===== src/rtl/fifo_wr_arbiter_if.sv =====
// Write-port bundle between producers, the round-robin arbiter and the async FIFO write side.
// master: producer/FIFO side that drives requests and full; slave: the arbiter.
interface fifo_wr_arbiter_if #(
  parameter int NUM_REQ = 4,
  parameter int WIDTH   = 8,
  parameter int STALL_W = 16
);
  localparam int IDW = (NUM_REQ > 1) ? $clog2(NUM_REQ) : 1;

  logic [NUM_REQ-1:0]       req_valid;
  logic [NUM_REQ*WIDTH-1:0] req_data;
  logic [NUM_REQ-1:0]       req_ready;
  logic                     fifo_full;
  logic                     fifo_wr_en;
  logic [WIDTH-1:0]         fifo_in;
  logic                     grant_valid;
  logic [IDW-1:0]           grant_id;
  logic [STALL_W-1:0]       stall_cnt;

  modport master (
    output req_valid, req_data, fifo_full,
    input  req_ready, fifo_wr_en, fifo_in, grant_valid, grant_id, stall_cnt
  );

  modport slave (
    input  req_valid, req_data, fifo_full,
    output req_ready, fifo_wr_en, fifo_in, grant_valid, grant_id, stall_cnt
  );
endinterface


===== src/rtl/fifo_wr_arbiter.sv =====
// Round-robin burst arbiter sharing one async-FIFO write port among NUM_REQ producers.
// A grant lasts up to MAX_BURST beats; a full FIFO stalls the burst but never releases it.
module fifo_wr_arbiter #(
  parameter int NUM_REQ   = 4,
  parameter int WIDTH     = 8,
  parameter int MAX_BURST = 4,
  parameter int STALL_W   = 16
) (
  input  logic              wr_clk,
  input  logic              wr_reset_n,
  fifo_wr_arbiter_if.slave  bus
);
  localparam int IDW = (NUM_REQ > 1) ? $clog2(NUM_REQ) : 1;
  localparam int BCW = $clog2(MAX_BURST) + 1;

  typedef enum logic {S_IDLE, S_GRANT} state_t;

  state_t             r_state, w_state_next;
  logic [IDW-1:0]     r_grant_id, w_grant_id_next;
  logic [IDW-1:0]     r_rr_ptr, w_rr_ptr_next;
  logic [BCW-1:0]     r_beat_cnt, w_beat_cnt_next;
  logic [STALL_W-1:0] r_stall_cnt;

  logic [WIDTH-1:0] w_data [NUM_REQ];
  logic             w_granted;
  logic             w_any_valid;
  logic             w_beat;
  logic             w_stall;
  logic             w_release;
  logic [IDW-1:0]   w_scan_base;
  logic [IDW-1:0]   w_pick;

  for (genvar gi = 0; gi < NUM_REQ; gi++) begin : g_unpack
    assign w_data[gi] = bus.req_data[gi*WIDTH +: WIDTH];
  end

  // First valid index after base, wrapping, so base itself is scanned last.
  function automatic logic [IDW-1:0] f_pick(input logic [NUM_REQ-1:0] valid,
                                            input logic [IDW-1:0]     base);
    logic [IDW-1:0] sel;
    logic           found;
    int             idx;
    sel   = '0;
    found = 1'b0;
    for (int k = 1; k <= NUM_REQ; k++) begin
      idx = (int'(base) + k) % NUM_REQ;
      if (!found && valid[idx]) begin
        sel   = IDW'(idx);
        found = 1'b1;
      end
    end
    return sel;
  endfunction

  assign w_granted   = (r_state == S_GRANT);
  assign w_any_valid = |bus.req_valid;
  assign w_beat      = w_granted && bus.req_valid[r_grant_id] && !bus.fifo_full;
  assign w_stall     = w_granted && bus.req_valid[r_grant_id] && bus.fifo_full;
  assign w_release   = w_granted &&
                       ((w_beat && (r_beat_cnt == BCW'(MAX_BURST - 1))) ||
                        !bus.req_valid[r_grant_id]);
  // On release the outgoing grant becomes the new round-robin pointer.
  assign w_scan_base = w_granted ? r_grant_id : r_rr_ptr;
  assign w_pick      = f_pick(bus.req_valid, w_scan_base);

  always_ff @(posedge wr_clk or negedge wr_reset_n) begin
    if (!wr_reset_n) begin
      r_state <= S_IDLE;
    end else begin
      r_state <= w_state_next;
    end
  end

  always_ff @(posedge wr_clk or negedge wr_reset_n) begin
    if (!wr_reset_n) begin
      r_grant_id  <= '0;
      r_rr_ptr    <= IDW'(NUM_REQ - 1);
      r_beat_cnt  <= '0;
      r_stall_cnt <= '0;
    end else begin
      r_grant_id <= w_grant_id_next;
      r_rr_ptr   <= w_rr_ptr_next;
      r_beat_cnt <= w_beat_cnt_next;
      if (w_stall && (r_stall_cnt != '1)) begin
        r_stall_cnt <= r_stall_cnt + STALL_W'(1);
      end
    end
  end

  always_comb begin
    w_state_next    = r_state;
    w_grant_id_next = r_grant_id;
    w_rr_ptr_next   = r_rr_ptr;
    w_beat_cnt_next = r_beat_cnt;
    case (r_state)
      S_IDLE: begin
        if (w_any_valid) begin
          w_state_next    = S_GRANT;
          w_grant_id_next = w_pick;
          w_beat_cnt_next = '0;
        end
      end
      S_GRANT: begin
        if (w_release) begin
          w_rr_ptr_next   = r_grant_id;
          w_beat_cnt_next = '0;
          if (w_any_valid) begin
            w_grant_id_next = w_pick;
          end else begin
            w_state_next = S_IDLE;
          end
        end else if (w_beat) begin
          w_beat_cnt_next = r_beat_cnt + BCW'(1);
        end
      end
      default: w_state_next = S_IDLE;
    endcase
  end

  always_comb begin
    bus.grant_valid = w_granted;
    bus.grant_id    = r_grant_id;
    bus.stall_cnt   = r_stall_cnt;
    bus.fifo_wr_en  = w_beat;
    bus.fifo_in     = w_granted ? w_data[r_grant_id] : '0;
    bus.req_ready   = '0;
    for (int i = 0; i < NUM_REQ; i++) begin
      bus.req_ready[i] = w_granted && (r_grant_id == IDW'(i)) && !bus.fifo_full;
    end
  end
endmodule


===== src/flat_wrapper.sv =====
// flat-port wrapper written by rule: the top's interface ports become plain ports
module fifo_wr_arbiter_flat 
#(
  parameter int NUM_REQ   = 4,
  parameter int WIDTH     = 8,
  parameter int MAX_BURST = 4,
  parameter int STALL_W   = 16
)
  (wr_clk, wr_reset_n, bus_req_valid, bus_req_data, bus_fifo_full, bus_req_ready, bus_fifo_wr_en, bus_fifo_in, bus_grant_valid, bus_grant_id, bus_stall_cnt);
  fifo_wr_arbiter_if #(.NUM_REQ(NUM_REQ), .WIDTH(WIDTH), .STALL_W(STALL_W)) bus_i ();
  input  logic wr_clk;
  input  logic wr_reset_n;
  input wire logic [$bits(bus_i.req_valid)-1:0] bus_req_valid;
  input wire logic [$bits(bus_i.req_data)-1:0] bus_req_data;
  input wire logic [$bits(bus_i.fifo_full)-1:0] bus_fifo_full;
  output wire logic [$bits(bus_i.req_ready)-1:0] bus_req_ready;
  output wire logic [$bits(bus_i.fifo_wr_en)-1:0] bus_fifo_wr_en;
  output wire logic [$bits(bus_i.fifo_in)-1:0] bus_fifo_in;
  output wire logic [$bits(bus_i.grant_valid)-1:0] bus_grant_valid;
  output wire logic [$bits(bus_i.grant_id)-1:0] bus_grant_id;
  output wire logic [$bits(bus_i.stall_cnt)-1:0] bus_stall_cnt;
  assign bus_i.req_valid = bus_req_valid;
  assign bus_i.req_data = bus_req_data;
  assign bus_i.fifo_full = bus_fifo_full;
  assign bus_req_ready = bus_i.req_ready;
  assign bus_fifo_wr_en = bus_i.fifo_wr_en;
  assign bus_fifo_in = bus_i.fifo_in;
  assign bus_grant_valid = bus_i.grant_valid;
  assign bus_grant_id = bus_i.grant_id;
  assign bus_stall_cnt = bus_i.stall_cnt;
  fifo_wr_arbiter #(.NUM_REQ(NUM_REQ), .WIDTH(WIDTH), .MAX_BURST(MAX_BURST), .STALL_W(STALL_W)) u_core (.wr_clk(wr_clk), .wr_reset_n(wr_reset_n), .bus(bus_i));
endmodule

===== config.mk =====
export PLATFORM = sky130hd
export DESIGN_NAME = fifo_wr_arbiter_flat
export DESIGN_NICKNAME = d
export VERILOG_FILES = /design/src/rtl/fifo_wr_arbiter_if.sv /design/src/rtl/fifo_wr_arbiter.sv /design/src/flat_wrapper.sv
export SDC_FILE = /design/constraint.sdc
export NUM_CORES = 1
export LEC_CHECK = 0
export ABC_AREA = 0
export CAP_MARGIN = 20
export CORE_MARGIN = 3
export CORE_UTILIZATION = 44
export CTS_BUF_LIST = sky130_fd_sc_hd__clkbuf_4
export CTS_CLUSTER_DIAMETER = 60
export DETAILED_ROUTE_END_ITERATION = 10
export PLACE_DENSITY_LB_ADDON = 0.1
export SETUP_SLACK_MARGIN = 0.05
export SYNTH_ARGS = -nofsm -noshare
export SYNTH_HDL_FRONTEND = slang
export SYNTH_SLANG_ARGS = --single-unit

===== constraint.sdc =====
create_clock -name wr_clk -period 2.8 [get_ports wr_clk]
set_clock_uncertainty 0.2 [all_clocks]
set_input_delay 0.7 -clock wr_clk [delete_from_list [all_inputs] [get_ports wr_clk]]
set_output_delay 0.7 -clock wr_clk [all_outputs]
set_load 0.01 [all_outputs]

==> run summary, run 1 <==
Status = finished, final reports clean
I/O pins = 71
Synthesized area = 1660 um2
CTS max path bufs = 2
Reg clk slew, reported paths = 0.13 ns
Initial antenna violation count = 0
Syn Nets = 190
Arr. time, crit path = 1.85 ns
TritonCTS clock tree = done
Gpl congestion = 0.817
Power Dens Cells = 678 nW/um2
ANT cells = 0
Top post-synthesis cells by count = dfrtp_1, xor2_1, nand2_1
Comb pwr share = 58.2%
TritonRoute pass-1 iters = 4
Dominant synthesized flop cell = dfrtp_1
Met3 Track Usage GR = 5.66%
Fmax = 0.364 GHz
Max_slew headroom = 60.0%
Worst VDD drop = 0.387 mV
Area share of the largest cell type after synthesis = 33.2%
Largest area contributor in the netlist = dfrtp_1
Async set or reset register ratio after synthesis = 100%
M2 GR Usage = 37.1%
Num CTS Buffers = 3
Sw Share = 37.0%
Port buffer count = 70
Clock network fraction of total power = 9.1%
Total grt overflow = 0
Floorplan row count = 21
Vias in the first global route = 1,486
Final Hold Viols = 0
Die area = 4540 um2
Unrepaired setup endpoints after global routing = yes
Hold/Removal Path Class = flip-flop to flip-flop
Average routed wire per standard cell = 15.6 um
Register bit count reported by yosys = 24
Initial core utilization = 47.8%
Layout cell share with drive strength beyond 1 = 23.8%
Max Slew Vio Count = 0
Area Overhead vs Synth = 49.0%
Final Cycle Share = 98.1%
CP max FO = 1
First-pass GRT wire length = 6640 um
DRT antenna net count = 0
GR Util met1 = 19.0%
Post-CTS Setup Bufs = 0
Filler Cell Count = 278
Sequential cell area fraction in the yosys report = 36.4%
GR peak layer = met2
MaxCap Viol Count = 0
Final Non-Filler Cells = 273
Yosys Warn Count = 0
Unique masters post-synth = 46
Mapped Avg Cell Area = 11.2 um2
Clk sinks = 24
Tmin final = 2.75 ns
Sw Pwr = 0.619 mW
Hold_ws = 0.307 ns
Die Wd = 67.4 um
Placed cell count = 269
Vias = 1,490
Root Buffer = clkbuf_4
Post-synth EDFFs = 0
GRT Total Usage = 19.0%
Skew-Pair Late Insertion Delay = 0.31 ns
Post-CTS Hold Fix Bufs = 0
P_int = 1.05 mW
Nets = 270
CORE AREA = 3470 um2
Worst-Margin Slew = 0.600 ns
Worst Path Required = 1.90 ns
Vias per cell = 5.46
Sequential power share = 32.7%
CTS H-tree depth = 1
Main area contributors after synthesis = dfrtp_1, mux4_2, xor2_1, and2_1, dfstp_2
Top-count cell post-synth = dfrtp_1
DRT iter0 DRCs = 32
CP startpoint kind = primary input
Setup crit end kind = output pin
Cells after Synth = 148
DIE HEIGHT = 67.4 um
Final Setup Violations = 0
Largest net degree at the start of global routing = 25
HPWL after detailed placement = 3330 um
Total wire length = 4270 um
Setup CP Type = primary input to output pin
Leakage power = 1.25 nW
DRC = 0
## per-layer routing
| metal | vias to the layer above | share of wire (%) |
|---|---|---|
| met4 | 0 | 1.0 |
| met5 | - | 0 |
| li1 | 703 | - |
| met1 | 719 | 35 |
| met2 | 64 | 52 |
| met3 | 4 | 12 |
## critical path, stage by stage
cell             delay [ns]
clkdlybuf4s50_1        0.41
mux4_2                 0.45
and2_4                 0.16
buf_2                  0.13
## final timing paths
| check | from | cells after the start | slack [ns] | to |
|---|---|---|---|---|
| max in group asynchronous | wr_reset_n | 2 | 1.59 | u_core.r_rr_ptr[0] |
| hold reg to reg | u_core.bus.stall_cnt[6] | 1 | 0.31 | u_core.bus.stall_cnt[6] |
| hold / removal | u_core.bus.stall_cnt[6] | 1 | 0.31 | u_core.bus.stall_cnt[6] |
| setup / recovery | bus_req_data[7] | 4 | 0.05 | bus_fifo_in[7] |
| setup reg to reg | u_core.bus.stall_cnt[0] | 5 | 0.61 | u_core.bus.stall_cnt[1] |
| min in group asynchronous | wr_reset_n | 2 | 0.53 | u_core.bus.grant_valid |
## sequential cells by signal (all words and copies together) (netlist names)
name                    cells
u_core.bus.grant_valid      1
u_core.bus.grant_id         2
u_core.r_rr_ptr             2
u_core.bus.stall_cnt       16
u_core.r_beat_cnt           3
## through the flow
stage / setup TNS, ns / util (%) / total power [mW] / worst slack (ns) / instance area, um2
3_5_place_dp: -3.18 / 71.0 / 1.58 / -0.376 / 2460
4_1_cts: 0 / 69.8 / 1.67 / 0.0503 / 2420
3_3_place_gp: -2.95 / 71.0 / 1.54 / -0.352 / 2460
2_1_floorplan: 0 / - / 1.11 / 0.435 / 1660
6_report: 0 / 71.2 / 1.67 / 0.0540 / 2470
5_1_grt: 0 / 71.2 / 1.80 / 0.0170 / 2470
## final cells by class
type / instances / area (um2) / share of cell area [%]
clock buffers: 3 / 22.5 / 0.912
inverters: 4 / 15.0 / 0.608
well taps: 46 / 57.6 / 2.33
repair buffers: 81 / 762 / 30.9
multi-input cells: 114 / 1000 / 40.7
clock inverters: 1 / 3.75 / 0.152
flip-flops and latches: 24 / 603 / 24.4
## logic make-up (layout without fill, tap and decap cells)
family                   Yosys count  count (layout)  synth area share [%]
AO/OA/AOI/OAI                     21              21                  9.67
XOR/XNOR                          14              14                  7.40
adder cells (fa/ha/maj)            3               3                  2.27
buffers and inverters             10              89                  2.95
flip-flops                        24              24                  36.4
multiplexers                      15              15                  16.8
AND/OR/NAND/NOR                   61              61                  24.5
## cell usage in the layout (no fill, tap or decap), types with 2 or more instances in the layout
cell,netlist,routed
a211oi_1,5,5
a21o_1,2,2
a21oi_1,4,4
and2_1,9,6
and2_4,0,3
and3_1,4,4
buf_2,3,7
buf_4,0,11
buf_6,1,2
clkbuf_4,0,3
clkdlybuf4s50_1,0,28
dfrtp_1,22,22
dfstp_2,2,2
dlygate4sd2_1,0,19
dlymetal6s2s_1,0,14
ha_1,3,3
inv_1,4,4
mux2_2,2,2
mux2i_1,3,3
mux4_2,7,9
nand2_1,10,10
nand2b_1,4,4
nand3_1,6,6
nand4_1,2,2
nor2_1,8,8
nor3_1,5,5
nor4_2,2,2
nor4b_2,2,2
xor2_1,13,13
## power by group through the flow
stage / registers (mW) / logic (mW) / clock network [mW]
finish: 0.547 / 0.975 / 0.152
global route: 0.563 / 1.06 / 0.178
CTS: 0.548 / 0.968 / 0.156
detailed placement: 0.555 / 1.02 / 0
global placement: 0.549 / 0.993 / 0
floorplan: 0.543 / 0.569 / 0
## timing repair
| action | in CTS | in global routing |
|---|---|---|
| gates resized for setup | 59 | 17 |
| pin swaps | 0 | 0 |
| setup endpoints to repair | 13 | 8 |
Note: power is estimated with default switching activity, not from simulation.
==> run 2: changes to the inputs <==
Settings changed: REMOVE_ABC_BUFFERS set to 1.
==> run 2 against run 1 <==
  * Non-clock buffer count down 2
  * Largest power group unchanged
  * Global-route usage increased by 1.8 points
  * Clock power rose by 65%
  * Cell count decreased by 0.73%
==> run summary, run 2 (synthesis gave the netlist of run 1 again) <==
Status = finished, final reports clean (unchanged)
Setup crit end kind = output pin (unchanged)
Final Hold Viols = 0 (unchanged)
Nets = 268 (was 270)
Initial core utilization = 47.8% (unchanged)
First-pass GRT wire length = 7120 um (was 6640 um)
Total power = 1.79 mW (was 1.67 mW)
Hold_ws = 0.303 ns (was 0.307 ns)
Vias = 1,452 (was 1,490)
Port buffer count = 70 (unchanged)
Slowest CP cell = mux4_2 (unchanged)
GR Util met1 = 24.9% (was 19.0%)
Final Cell Area = 2510 um2 (was 2470 um2)
I/O pins = 71 (unchanged)
Die Wd = 67.4 um (unchanged)
CP max stage delay = 0.44 ns (was 0.45 ns)
Final Setup Violations = 0 (unchanged)
CTS H-tree depth = 1 (unchanged)
Max_slew headroom = 61.9% (was 60.0%)
Arr. time, crit path = 1.85 ns (about the same)
Total grt overflow = 0 (unchanged)
TritonCTS clock tree = done (unchanged)
Leakage power = 1.28 nW (was 1.25 nW)
Power Dens Cells = 714 nW/um2 (was 678 nW/um2)
GR peak layer = met2 (unchanged)
MaxCap Viol Count = 0 (unchanged)
Commonest cells after routing, fill and taps aside = clkdlybuf4s50_1, dfrtp_1, dlymetal6s2s_1 (was clkdlybuf4s50_1, dfrtp_1, dlygate4sd2_1)
Initial antenna violation count = 0 (unchanged)
CP startpoint kind = primary input (unchanged)
HPWL after detailed placement = 3390 um (was 3330 um)
Die area = 4540 um2 (unchanged)
Tmin final = 2.75 ns (about the same)
Worst-Margin Slew = 0.567 ns (was 0.600 ns)
Floorplan row count = 21 (unchanged)
Worst-path cell chain = clkdlybuf4s50_1, mux4_2, and2_1, buf_2 (was clkdlybuf4s50_1, mux4_2, and2_4, buf_2)
Area Overhead vs Synth = 51.7% (was 49.0%)
CP Buf/Inv Count = 2 (unchanged)
Skew-Pair Late Insertion Delay = 0.32 ns (was 0.31 ns)
Largest register FFs = 16 (unchanged)
ANT cells = 0 (unchanged)
R2R setup slack = 0.57 ns (was 0.61 ns)
Final Cycle Share = 98.4% (was 98.1%)
Num CTS Buffers = 3 (unchanged)
DRT iter0 DRCs = 62 (was 32)
Gpl congestion = 0.841 (was 0.817)
Largest net degree at the start of global routing = 25 (unchanged)
DIE HEIGHT = 67.4 um (unchanged)
Setup CP Type = primary input to output pin (unchanged)
CORE AREA = 3470 um2 (unchanged)
Average routed wire per standard cell = 16.0 um (was 15.6 um)
DRT antenna net count = 0 (unchanged)
Max Slew Vio Count = 0 (unchanged)
CTS max path bufs = 2 (unchanged)
Placed cell area = 2460 um2 (about the same)
Vias in the first global route = 1,516 (was 1,486)
Root Buffer = clkbuf_4 (unchanged)
Total wire length = 4330 um (was 4270 um)
Unrepaired setup endpoints after global routing = yes (unchanged)
Layout cell share with drive strength beyond 1 = 24.0% (was 23.8%)
TritonRoute pass-1 iters = 4 (unchanged)
Worst VDD drop = 0.592 mV (was 0.387 mV)
Met3 Track Usage GR = 4.66% (was 5.66%)
Fin util = 72.5% (was 71.2%)
CP max FO = 1 (unchanged)
Clk sinks = 24 (unchanged)
Vias per cell = 5.36 (was 5.46)
Commonest non-fill, non-tap cell in the layout = clkdlybuf4s50_1 (unchanged)
DRC = 0 (unchanged)
Hold/Removal Path Class = flip-flop to flip-flop (unchanged)
GRT Total Usage = 20.8% (was 19.0%)
Fmax = 0.363 GHz (was 0.364 GHz)
Worst Path Required = 1.90 ns (about the same)
M2 GR Usage = 38.8% (was 37.1%)
Reg clk slew, reported paths = 0.12 ns (was 0.13 ns)
Largest delay share family, worst path = buffers and inverters (unchanged)
run 2: cell types whose count changed in the layout (fill, tap and decap cells not counted), sizes merged:
| cell | previous run | this run |
|---|---|---|
| dlymetal6s2s | 14 | 17 |
| dlygate4sd2 | 19 | 14 |
| clkinv | 1 | 0 |
| clkdlybuf4s50 | 28 | 30 |
| bufinv | 0 | 1 |
| buf | 20 | 18 |
run 2: layer usage:
layer	share of wire (%)	routed length, um
met5	0	0
met4	0.79	34
met3	4.2	181
met2	55	2370
met1	40	1740
run 2: through the flow:
stage / std cells / worst slack [ns] / TNS (ns)
5_1_grt: 271 / 0.0240 / 0
2_1_floorplan: 142 / 0.299 / 0
6_report: 271 / 0.0458 / 0
3_5_place_dp: 267 / -0.401 / -3.16
4_1_cts: 271 / 0.0502 / 0
3_3_place_gp: 267 / -0.350 / -2.77
run 2: where the power goes:
part           total [mW]  internal, mW  switching [mW]
registers           0.556         0.441           0.116
logic               0.988         0.574           0.414
clock network       0.251         0.145           0.106
run 2: final timing paths:
path	cells after the start	end	startpoint
hold reg to reg	1	u_core.bus.stall_cnt[6]	u_core.bus.stall_cnt[6]
min in group asynchronous	2	u_core.r_beat_cnt[0]	wr_reset_n
setup / recovery	4	bus_fifo_in[7]	bus_req_data[15]
hold / removal	1	u_core.bus.stall_cnt[6]	u_core.bus.stall_cnt[6]
max in group asynchronous	2	u_core.r_rr_ptr[1]	wr_reset_n
setup reg to reg	5	u_core.bus.stall_cnt[1]	u_core.bus.stall_cnt[0]
run 2: final cells by class:
type                       instances  area, um2
tap                               46       57.6
clock inverter                     1       30.0
sequential                        24        604
fill                             280        955
multi-input combinational        114       1000
timing repair buffer              79        779
inverter                           4       15.0
clock buffer                       3       22.5
run 2: timing repair:
item                                    CTS  global route
buffers inserted                          0             0
gates resized for setup                  54            22
hold buffers                              0             0
pin swaps                                 0             0
endpoints found under the setup margin   13             9
